`src/rtl/pipe_exe_md.sv`:
```
// Execute stage: ALU/shift/jal datapath plus an iterative multiply/divide
// unit with HI/LO registers that stalls the pipeline while it works.
//
// Handshake: estall is the only flow control. While estall=1 the pipeline
// holds the EXE instruction and inserts a bubble into MEM. An instruction
// in EXE retires on any edge where ev=1 and estall=0.
module pipe_exe_md #(
    parameter int XLEN     = 32,
    parameter int FAST_MUL = 0
) (
    input  logic            clock,
    input  logic            resetn,
    input  logic            ev,
    input  logic            eflush,
    input  logic [3:0]      ealuc,
    input  logic            ealuimm,
    input  logic            eshift,
    input  logic            ejal,
    input  logic [3:0]      emdop,
    input  logic [XLEN-1:0] ea,
    input  logic [XLEN-1:0] eb,
    input  logic [XLEN-1:0] eimm,
    input  logic [XLEN-1:0] epc4,
    input  logic [4:0]      ern0,
    output logic [XLEN-1:0] ealu,
    output logic [4:0]      ern,
    output logic            estall,
    output logic [XLEN-1:0] hi,
    output logic [XLEN-1:0] lo
);
    localparam int SW = $clog2(XLEN);

    typedef enum logic [1:0] {IDLE, BUSY, DONE} state_t;
    state_t state, state_nx;

    logic [SW-1:0]   cnt;
    logic [XLEN-1:0] alu_a, alu_b, alu_r;
    logic [SW-1:0]   shamt;

    // ALU operand selection and operation decode
    always_comb begin
        alu_a = eshift ? {{(XLEN-5){1'b0}}, eimm[10:6]} : ea;
        alu_b = ealuimm ? eimm : eb;
        shamt = alu_a[SW-1:0];
        alu_r = '0;
        case (ealuc[1:0])
            2'b00: alu_r = ealuc[2] ? (alu_a - alu_b) : (alu_a + alu_b);
            2'b01: alu_r = ealuc[2] ? (alu_a | alu_b) : (alu_a & alu_b);
            2'b10: alu_r = ealuc[2] ? (alu_b << 16) : (alu_a ^ alu_b);
            default: begin
                if (!ealuc[2])     alu_r = alu_b << shamt;
                else if (ealuc[3]) alu_r = XLEN'($signed(alu_b) >>> shamt);
                else               alu_r = alu_b >> shamt;
            end
        endcase
    end

    // Result and destination selection toward MEM
    always_comb begin
        if (ejal)                ealu = epc4 + XLEN'(4);
        else if (emdop == 4'd5)  ealu = hi;
        else if (emdop == 4'd6)  ealu = lo;
        else                     ealu = alu_r;
        if (ejal)
            ern = 5'b11111;
        else if ((emdop >= 4'd1 && emdop <= 4'd4) || emdop == 4'd7 || emdop == 4'd8)
            ern = 5'd0;
        else
            ern = ern0;
    end

    // Operation decode and operand magnitudes for the md unit
    logic            md_op, op_signed, op_div, start;
    logic            a_neg, b_neg;
    logic [XLEN-1:0] a_abs, b_abs;
    assign md_op     = (emdop >= 4'd1) && (emdop <= 4'd4);
    assign op_signed = (emdop == 4'd1) || (emdop == 4'd3);
    assign op_div    = (emdop == 4'd3) || (emdop == 4'd4);
    assign start     = ev && !eflush && md_op && (state == IDLE);
    assign a_neg     = op_signed && ea[XLEN-1];
    assign b_neg     = op_signed && eb[XLEN-1];
    assign a_abs     = a_neg ? -ea : ea;
    assign b_abs     = b_neg ? -eb : eb;

    // Iteration registers: acc = partial product high / remainder,
    // qr = multiplier / dividend shifting into quotient, bm = |b|
    logic [XLEN-1:0] acc, qr, bm;
    logic            neg_q, neg_r, is_div, b_zero;

    logic [XLEN:0]     m_sum, d_rs, d_diff;
    logic [XLEN-1:0]   acc_n, q_n, res_hi, res_lo;
    logic [2*XLEN-1:0] prod, prod_s, fast, fast_s;

    // One shift-add or restoring-divide step, plus sign correction
    always_comb begin
        m_sum  = {1'b0, acc} + (qr[0] ? {1'b0, bm} : '0);
        d_rs   = {acc, qr[XLEN-1]};
        d_diff = d_rs - {1'b0, bm};
        if (is_div) begin
            if (!d_diff[XLEN]) begin
                acc_n = d_diff[XLEN-1:0];
                q_n   = {qr[XLEN-2:0], 1'b1};
            end else begin
                acc_n = d_rs[XLEN-1:0];
                q_n   = {qr[XLEN-2:0], 1'b0};
            end
        end else begin
            acc_n = m_sum[XLEN:1];
            q_n   = {m_sum[0], qr[XLEN-1:1]};
        end
        prod   = {acc_n, q_n};
        prod_s = neg_q ? -prod : prod;
        if (is_div) begin
            res_hi = neg_r ? -acc_n : acc_n;
            res_lo = b_zero ? '1 : (neg_q ? -q_n : q_n);
        end else begin
            res_hi = prod_s[2*XLEN-1:XLEN];
            res_lo = prod_s[XLEN-1:0];
        end
        fast   = {{XLEN{1'b0}}, a_abs} * {{XLEN{1'b0}}, b_abs};
        fast_s = (a_neg ^ b_neg) ? -fast : fast;
    end

    // Next-state and stall logic
    always_comb begin
        state_nx = state;
        estall   = 1'b0;
        case (state)
            IDLE: begin
                estall = start;
                if (start) state_nx = ((FAST_MUL != 0) && !op_div) ? DONE : BUSY;
            end
            BUSY: begin
                estall = 1'b1;
                if (eflush)        state_nx = IDLE;
                else if (cnt == 0) state_nx = DONE;
            end
            DONE: state_nx = IDLE;
            default: state_nx = IDLE;
        endcase
    end

    // State register
    always_ff @(posedge clock or negedge resetn) begin
        if (!resetn) state <= IDLE;
        else         state <= state_nx;
    end

    // Iteration datapath: load on start, step while busy
    always_ff @(posedge clock or negedge resetn) begin
        if (!resetn) begin
            cnt <= '0; acc <= '0; qr <= '0; bm <= '0;
            neg_q <= 1'b0; neg_r <= 1'b0; is_div <= 1'b0; b_zero <= 1'b0;
        end else if (start) begin
            cnt    <= SW'(XLEN-1);
            acc    <= '0;
            qr     <= a_abs;
            bm     <= b_abs;
            neg_q  <= a_neg ^ b_neg;
            neg_r  <= a_neg;
            is_div <= op_div;
            b_zero <= (eb == '0);
        end else if (state == BUSY) begin
            if (eflush) begin
                cnt <= '0;
            end else begin
                acc <= acc_n;
                qr  <= q_n;
                if (cnt != 0) cnt <= cnt - 1'b1;
            end
        end
    end

    // HI/LO: md result, single-cycle product, or mthi/mtlo
    always_ff @(posedge clock or negedge resetn) begin
        if (!resetn) begin
            hi <= '0;
            lo <= '0;
        end else if (state == BUSY && !eflush && cnt == 0) begin
            hi <= res_hi;
            lo <= res_lo;
        end else if ((FAST_MUL != 0) && start && !op_div) begin
            hi <= fast_s[2*XLEN-1:XLEN];
            lo <= fast_s[XLEN-1:0];
        end else if (ev && !eflush && !estall) begin
            if (emdop == 4'd7) hi <= ea;
            if (emdop == 4'd8) lo <= ea;
        end
    end
endmodule
```
`config.mk`:
```
export PLATFORM = sky130hd
export DESIGN_NAME = pipe_exe_md
export DESIGN_NICKNAME = d
export VERILOG_FILES = /design/src/rtl/pipe_exe_md.sv
export SDC_FILE = /design/constraint.sdc
export NUM_CORES = 1
export LEC_CHECK = 0
export ABC_AREA = 1
export CORE_MARGIN = 5
export CORE_UTILIZATION = 35
export CTS_CLUSTER_DIAMETER = 120
export CTS_CLUSTER_SIZE = 8
export DETAILED_ROUTE_END_ITERATION = 8
export GPL_TIMING_DRIVEN = 0
export SLEW_MARGIN = 30
export SYNTH_ARGS = -nofsm -noshare
export SYNTH_HDL_FRONTEND = slang
export SYNTH_SLANG_ARGS = --single-unit
```
`constraint.sdc`:
```
create_clock -name clock -period 10.9 [get_ports clock]
set_input_delay 3.27 -clock clock [delete_from_list [all_inputs] [get_ports clock]]
set_output_delay 3.27 -clock clock [all_outputs]
set_load 0.005 [all_outputs]
```
---- Word-level counts from Yosys, hierarchy flattened ----
Index checks and enable logic that the tools add are counted.
storage, ports and cells
  register bits after elaboration ......... 171
  input port bits ......................... 148
  output and inout port bits .............. 102
  logic and storage cells ................. 121
cells by class
  add/sub/neg operators ................... 11
  $lt $le $gt $ge ......................... 2
  equal/unequal tests ..................... 13
  shifts and indexed selects .............. 3
  muxes and demuxes ....................... 47
  bitwise operators ....................... 4
  reduce and logical (&&, ||, !) cells .... 30
operator list
  cell                                           count
  2-to-1 mux 32 bit                              33
  negator 32 bit                                 4
  case mux 32 bit (3 select lines)               1
  2-to-1 mux 64 bit                              1
  negator 64 bit                                 1
  adder 32 x 32 -> 33 bit                        1
  subtractor 33 x 32 -> 33 bit                   1
  adder 32 x 3 -> 32 bit, second input constant  1
  adder 32 bit                                   1
  bitwise AND 32 bit                             1
  logical NOT 32 bit                             1
  OR 32 bit                                      1
  << shifter 32 x 5 -> 32 bit                    1
  >> shifter 32 x 5 -> 32 bit                    1
  >>> shifter 32 x 5 -> 32 bit                   1
  subtractor 32 bit                              1
  bitwise XOR 32 bit                             1
  2-to-1 mux 5 bit                               6
  == test 4 x 3 -> 1 bit, second input constant  4
  AND reduction 2 bit                            5
  logical AND 1 bit                              9
  nonzero test 2 bit                             4
  2-to-1 mux 2 bit                               3
  logical NOT 5 bit                              1
  other kinds (20)                               26

---- Longest topological paths before layout ----
  word-level depth ........................ 9
  gate-level depth with buffers ........... 35

---- Worst setup path before layout ----
Ideal clock, no wire load.
  path type ............................... input to output
  start ................................... input port ealuimm
  end ..................................... output port ealu[30]
  arrival ................................. 6.972 ns
  slack ................................... 0.658 ns
  cell stages on the path ................. 34
  cells stage by stage .................... buf_6 -> nand2_1 -> o21ai_0 -> inv_1 -> ha_1 -> inv_1 -> nor2_1 -> nand2_1 -> nor3_2 -> nand2_1 -> nor2_1 -> nand3_1 -> nor2_1 -> nand2_1 -> nor2_1 -> nand4_1 -> or2_1 -> o21ai_0 -> xor2_1 -> ha_1 -> nand2_1 -> nor2_1 -> nand2_1 -> nor4_1 -> nand2_1 -> o211ai_1 -> nand2_1 -> nand3_1 -> nand2_1 -> o211ai_1 -> nand2_1 -> nand3_1 -> o211ai_1 -> o21ai_0
on the way
  cells in the longest elaborated chain, start to end .. 8
  elaborated cells on any way between the ends .. 18
  classes of those cells .................. add/sub (2); shift (3); mux (10); bitwise (3)
ends and longest elaborated chain
  element                                               line  text
  start: declaration                                    16    input logic ealuimm,
  2-to-1 mux 32 bit (*)                                 43    alu_b = ealuimm ? eimm : eb;
  branches (longest 3 deep; another with adder 32 bit)  -
  case mux 32 bit (3 select lines) (*)                  46    case (ealuc[1:0])
  2-to-1 mux 32 bit (*)                                 62    else if (emdop == 4'd6) ealu = lo;
  2-to-1 mux 32 bit (*)                                 61    else if (emdop == 4'd5) ealu = hi;
  2-to-1 mux 32 bit (*)                                 60    if (ejal) ealu = epc4 + XLEN'(4);
  end: declaration                                      25    output logic [XLEN-1:0] ealu,
Mark *: on every way between the ends.

---- Worst setup path in the final report ----
  start ................................... input port ealuimm
  end ..................................... output port ealu[28]
The elaborated chain is that of the path after synthesis.

==> impl_metrics.yaml <==
status:
  status: "complete, but fails checks"
  failed_checks: "setup timing"
global_route:
  use_met3: 0.0792
  grt_pass1_wl_um: 228000
  antenna_found_initial: 2
  grt_pass1_vias: 32800
  grt_use_met1: 0.500
  grt.busiest_layer: "met2"
  grtUsageMet2: 0.569
  grt_usage: 0.371
  grt_max_degree: 71
  gr-total-overflow: 0
floorplan:
  die_w_um: 289
  placement_rows: 102
  fp.dieH_um: 289
  dieArea_um2: 83500
  start_util: 0.352
  pin_count: 250
  core_um2: 77300
power_and_ir_drop:
  cellPowerDensity_nw_per_um2: 206
  vdd_drop_max_uv: 122
  p_leak_nw: 16.6
  total_power_mw: 6.99
yosys:
  yosysWarnings: 0
  netlist-cell-type-count: 64
  ys_seq_area_frac: 0.157
  syn-cell-area_um2: 27200
  synth_edf_count: 0
  syn_nets: 5165
  postSynthCellCount: 4848
  synth-main-ff-cell: "dfrtp_1"
  ys_seq_elements: 171
  synthArstFlopShare: 1.00
  avgSynthCellArea_um2: 5.62
timing:
  max-slew-margin-rel: 0.286
  setup_viol: 4
  finalHoldViolCount: 0
  max_clock_freq_mhz: 91.2
  period_minus_slack_ns: 10.96
  finalCritPeriodShare: 1.01
  hold_slack_ns: 0.502
  finalWorstSetupSlack_ns: -0.0646
  max_slew.worst_pin.slew_ns: 1.07
  rsz0062_at_grt: "true"
  slew_viol_final: 0
  finClkSkew_ns: 0.0206
routing:
  vias: 36100
  dr.pass1.iters: 6
  ant_nets: 0
  wirelength_um: 163000
  wl_per_cell_um: 26.0
  viasPerCell: 5.76
  drc: 0
  drt-initial-drc-count: 4673
cts:
  cts_buffers: 17
  cts_hold_buffers: 0
  cts_root_buf: "clkbuf_16"
  cts_tree: "done"
  clock-sinks: 171
  clockBufferDepth: 2
  h-tree-depth: 4
  clock_latency_ns: 0.47
  cts.clk_slew.worst_paths_ns: 0.08
finish:
  nNetsFinal: 5532
  drive_gt1_frac: 0.108
  n_fill_cell: 8615
  mostFrequentLayoutCells: "1429 x nand2_1, 629 x inv_1, 434 x o21ai_0, 404 x nor2_1, 332 x nand3_1"
  final_common_cell: "nand2_1"
  fin_area_um2: 34000
  areaGrowthSynthToFinish_pct: 24.9
critical_path:
  path_max_fanout: 10
  crit_path_end_kind: "primary output"
  crit_family: "simple AND/OR/NAND/NOR gates"
  cp_slowest_cell: "o21ai_2"
  crit_arrival_ns: 7.69
  cp_common_cell: "buf_6"
  cpPeakStageDelay_ns: 0.62
  worst-path-buf-inv: 8
  crit_type: "input pin to primary output"
  cp.required_ns: 7.63
  startpoint_type: "input pin"
placed_design:
  dpl.hpwl_um: 134000
  io_buffer_count: 248
  finalWeightedCongestion: 1.10
  placed_area_um2: 31100
job:
  drv_cap: 0
hold_path:
  hp-class: "flop to flop"
==> cells by family after synthesis <==
family,Yosys count,share of synthesized area
simple gates,2482,0.384
compound gates,1059,0.223
buf+inv,862,0.123
flops,171,0.157
fa+ha+maj,169,0.0785
xor+xnor,98,0.0315
mux,7,0.00257
==> registers in the layout (all words and copies together) (netlist names) <==
name,count
acc,32
cnt,5
hi,32
bm,32
neg_q,1
is_div,1
qr,32
neg_r,1
lo,32
state,2
b_zero,1
==> Yosys cell counts, types with 14 or more instances <==
| library cell | count | area share |
|---|---|---|
| xor2_1 | 91 | 0.029 |
| nor2_1 | 432 | 0.060 |
| o22ai_1 | 27 | 0.0062 |
| dfrtp_1 | 171 | 0.16 |
| o21ai_1 | 43 | 0.0079 |
| o221ai_1 | 21 | 0.0068 |
| nor2_2 | 26 | 0.0060 |
| a31oi_1 | 23 | 0.0053 |
| nand3_1 | 357 | 0.066 |
| buf_1 | 21 | 0.0029 |
| a221oi_1 | 14 | 0.0045 |
| inv_1 | 649 | 0.089 |
| o21ai_2 | 20 | 0.0064 |
| o211ai_1 | 78 | 0.022 |
| nor3_1 | 55 | 0.010 |
| nand2_2 | 28 | 0.0064 |
| ha_1 | 166 | 0.076 |
| buf_2 | 23 | 0.0042 |
| o21bai_1 | 20 | 0.0055 |
| a211oi_1 | 14 | 0.0039 |
| clkbuf_1 | 135 | 0.019 |
| a21oi_1 | 253 | 0.047 |
| nand2_1 | 1462 | 0.20 |
| nor4_1 | 16 | 0.0037 |
| nand3b_1 | 14 | 0.0039 |
| o21ai_0 | 481 | 0.088 |
| nand4_1 | 42 | 0.0097 |
==> final timing paths <==
kind                            slack (ns)  depth (start not counted)    start  endpoint
worst min-delay path                  0.50                          2   cnt[4]    cnt[4]
worst max-delay path                 -0.06                         29  ealuimm  ealu[28]
min in group asynchronous             2.70                          1   resetn    qr[21]
max in group asynchronous             7.13                          3   resetn    bm[31]
worst min register to register        0.50                          2   cnt[4]    cnt[4]
worst max register to register        4.94                         34   qr[31]    hi[26]
==> power breakdown <==
| part | internal (mW) | switching (mW) |
|---|---|---|
| clock | 0.320 | 0.310 |
| combinational | 1.66 | 3.41 |
| sequential | 0.884 | 0.413 |
| total | 2.86 | 4.13 |
==> worst reg2reg max path: cells and delay by family (launching register included) <==
family	cells	cell delay, ns
simple gates	27	3.93
fa+ha+maj	3	0.95
flops	1	0.38
buf+inv	3	0.36
compound gates	1	0.22
==> metrics by stage <==
stage	cells	util	TNS, ns	setup slack, ns
global route	6267	0.439	-1.55	-0.233
CTS	6233	0.428	-1.43	-0.247
floorplan	4848	-	0	0.658
detailed placement	6138	0.402	-44.78	-2.14
global placement	6136	0.401	-217.70	-2.26
finish	6269	0.439	-0.173	-0.0646
==> routing by layer <==
| layer | part of all wire | wire length [um] | vias up |
|---|---|---|---|
| li1 | - | - | 16600 |
| met1 | 0.41 | 67500 | 17000 |
| met2 | 0.42 | 69000 | 2091 |
| met3 | 0.10 | 16900 | 378 |
| met4 | 0.058 | 9450 | 4 |
| met5 | 0.00017 | 27 | - |
==> cell type report <==
cell class,count,area (um^2),area share
Buffer,193,1040,0.0307
Clock inverter,13,135,0.00398
Sequential cell,171,4280,0.126
Clock buffer,18,429,0.0126
Antenna cell,2,5.00,0.000147
Multi-Input combinational cell,3815,20900,0.616
Tap cell,1040,1300,0.0383
Timing Repair Buffer,349,3350,0.0985
Inverter,668,2530,0.0743
==> what timing repair did <==
| item | 4_1_cts | 5_1_grt |
|---|---|---|
| endpoints found under the hold margin | 0 | 0 |
| pin swaps | 69 | 92 |
| gates resized for setup | 298 | 193 |
| buffers inserted | 65 | 36 |
| setup endpoints to repair | 32 | 27 |
Note: power is estimated with default switching activity, not from simulation.
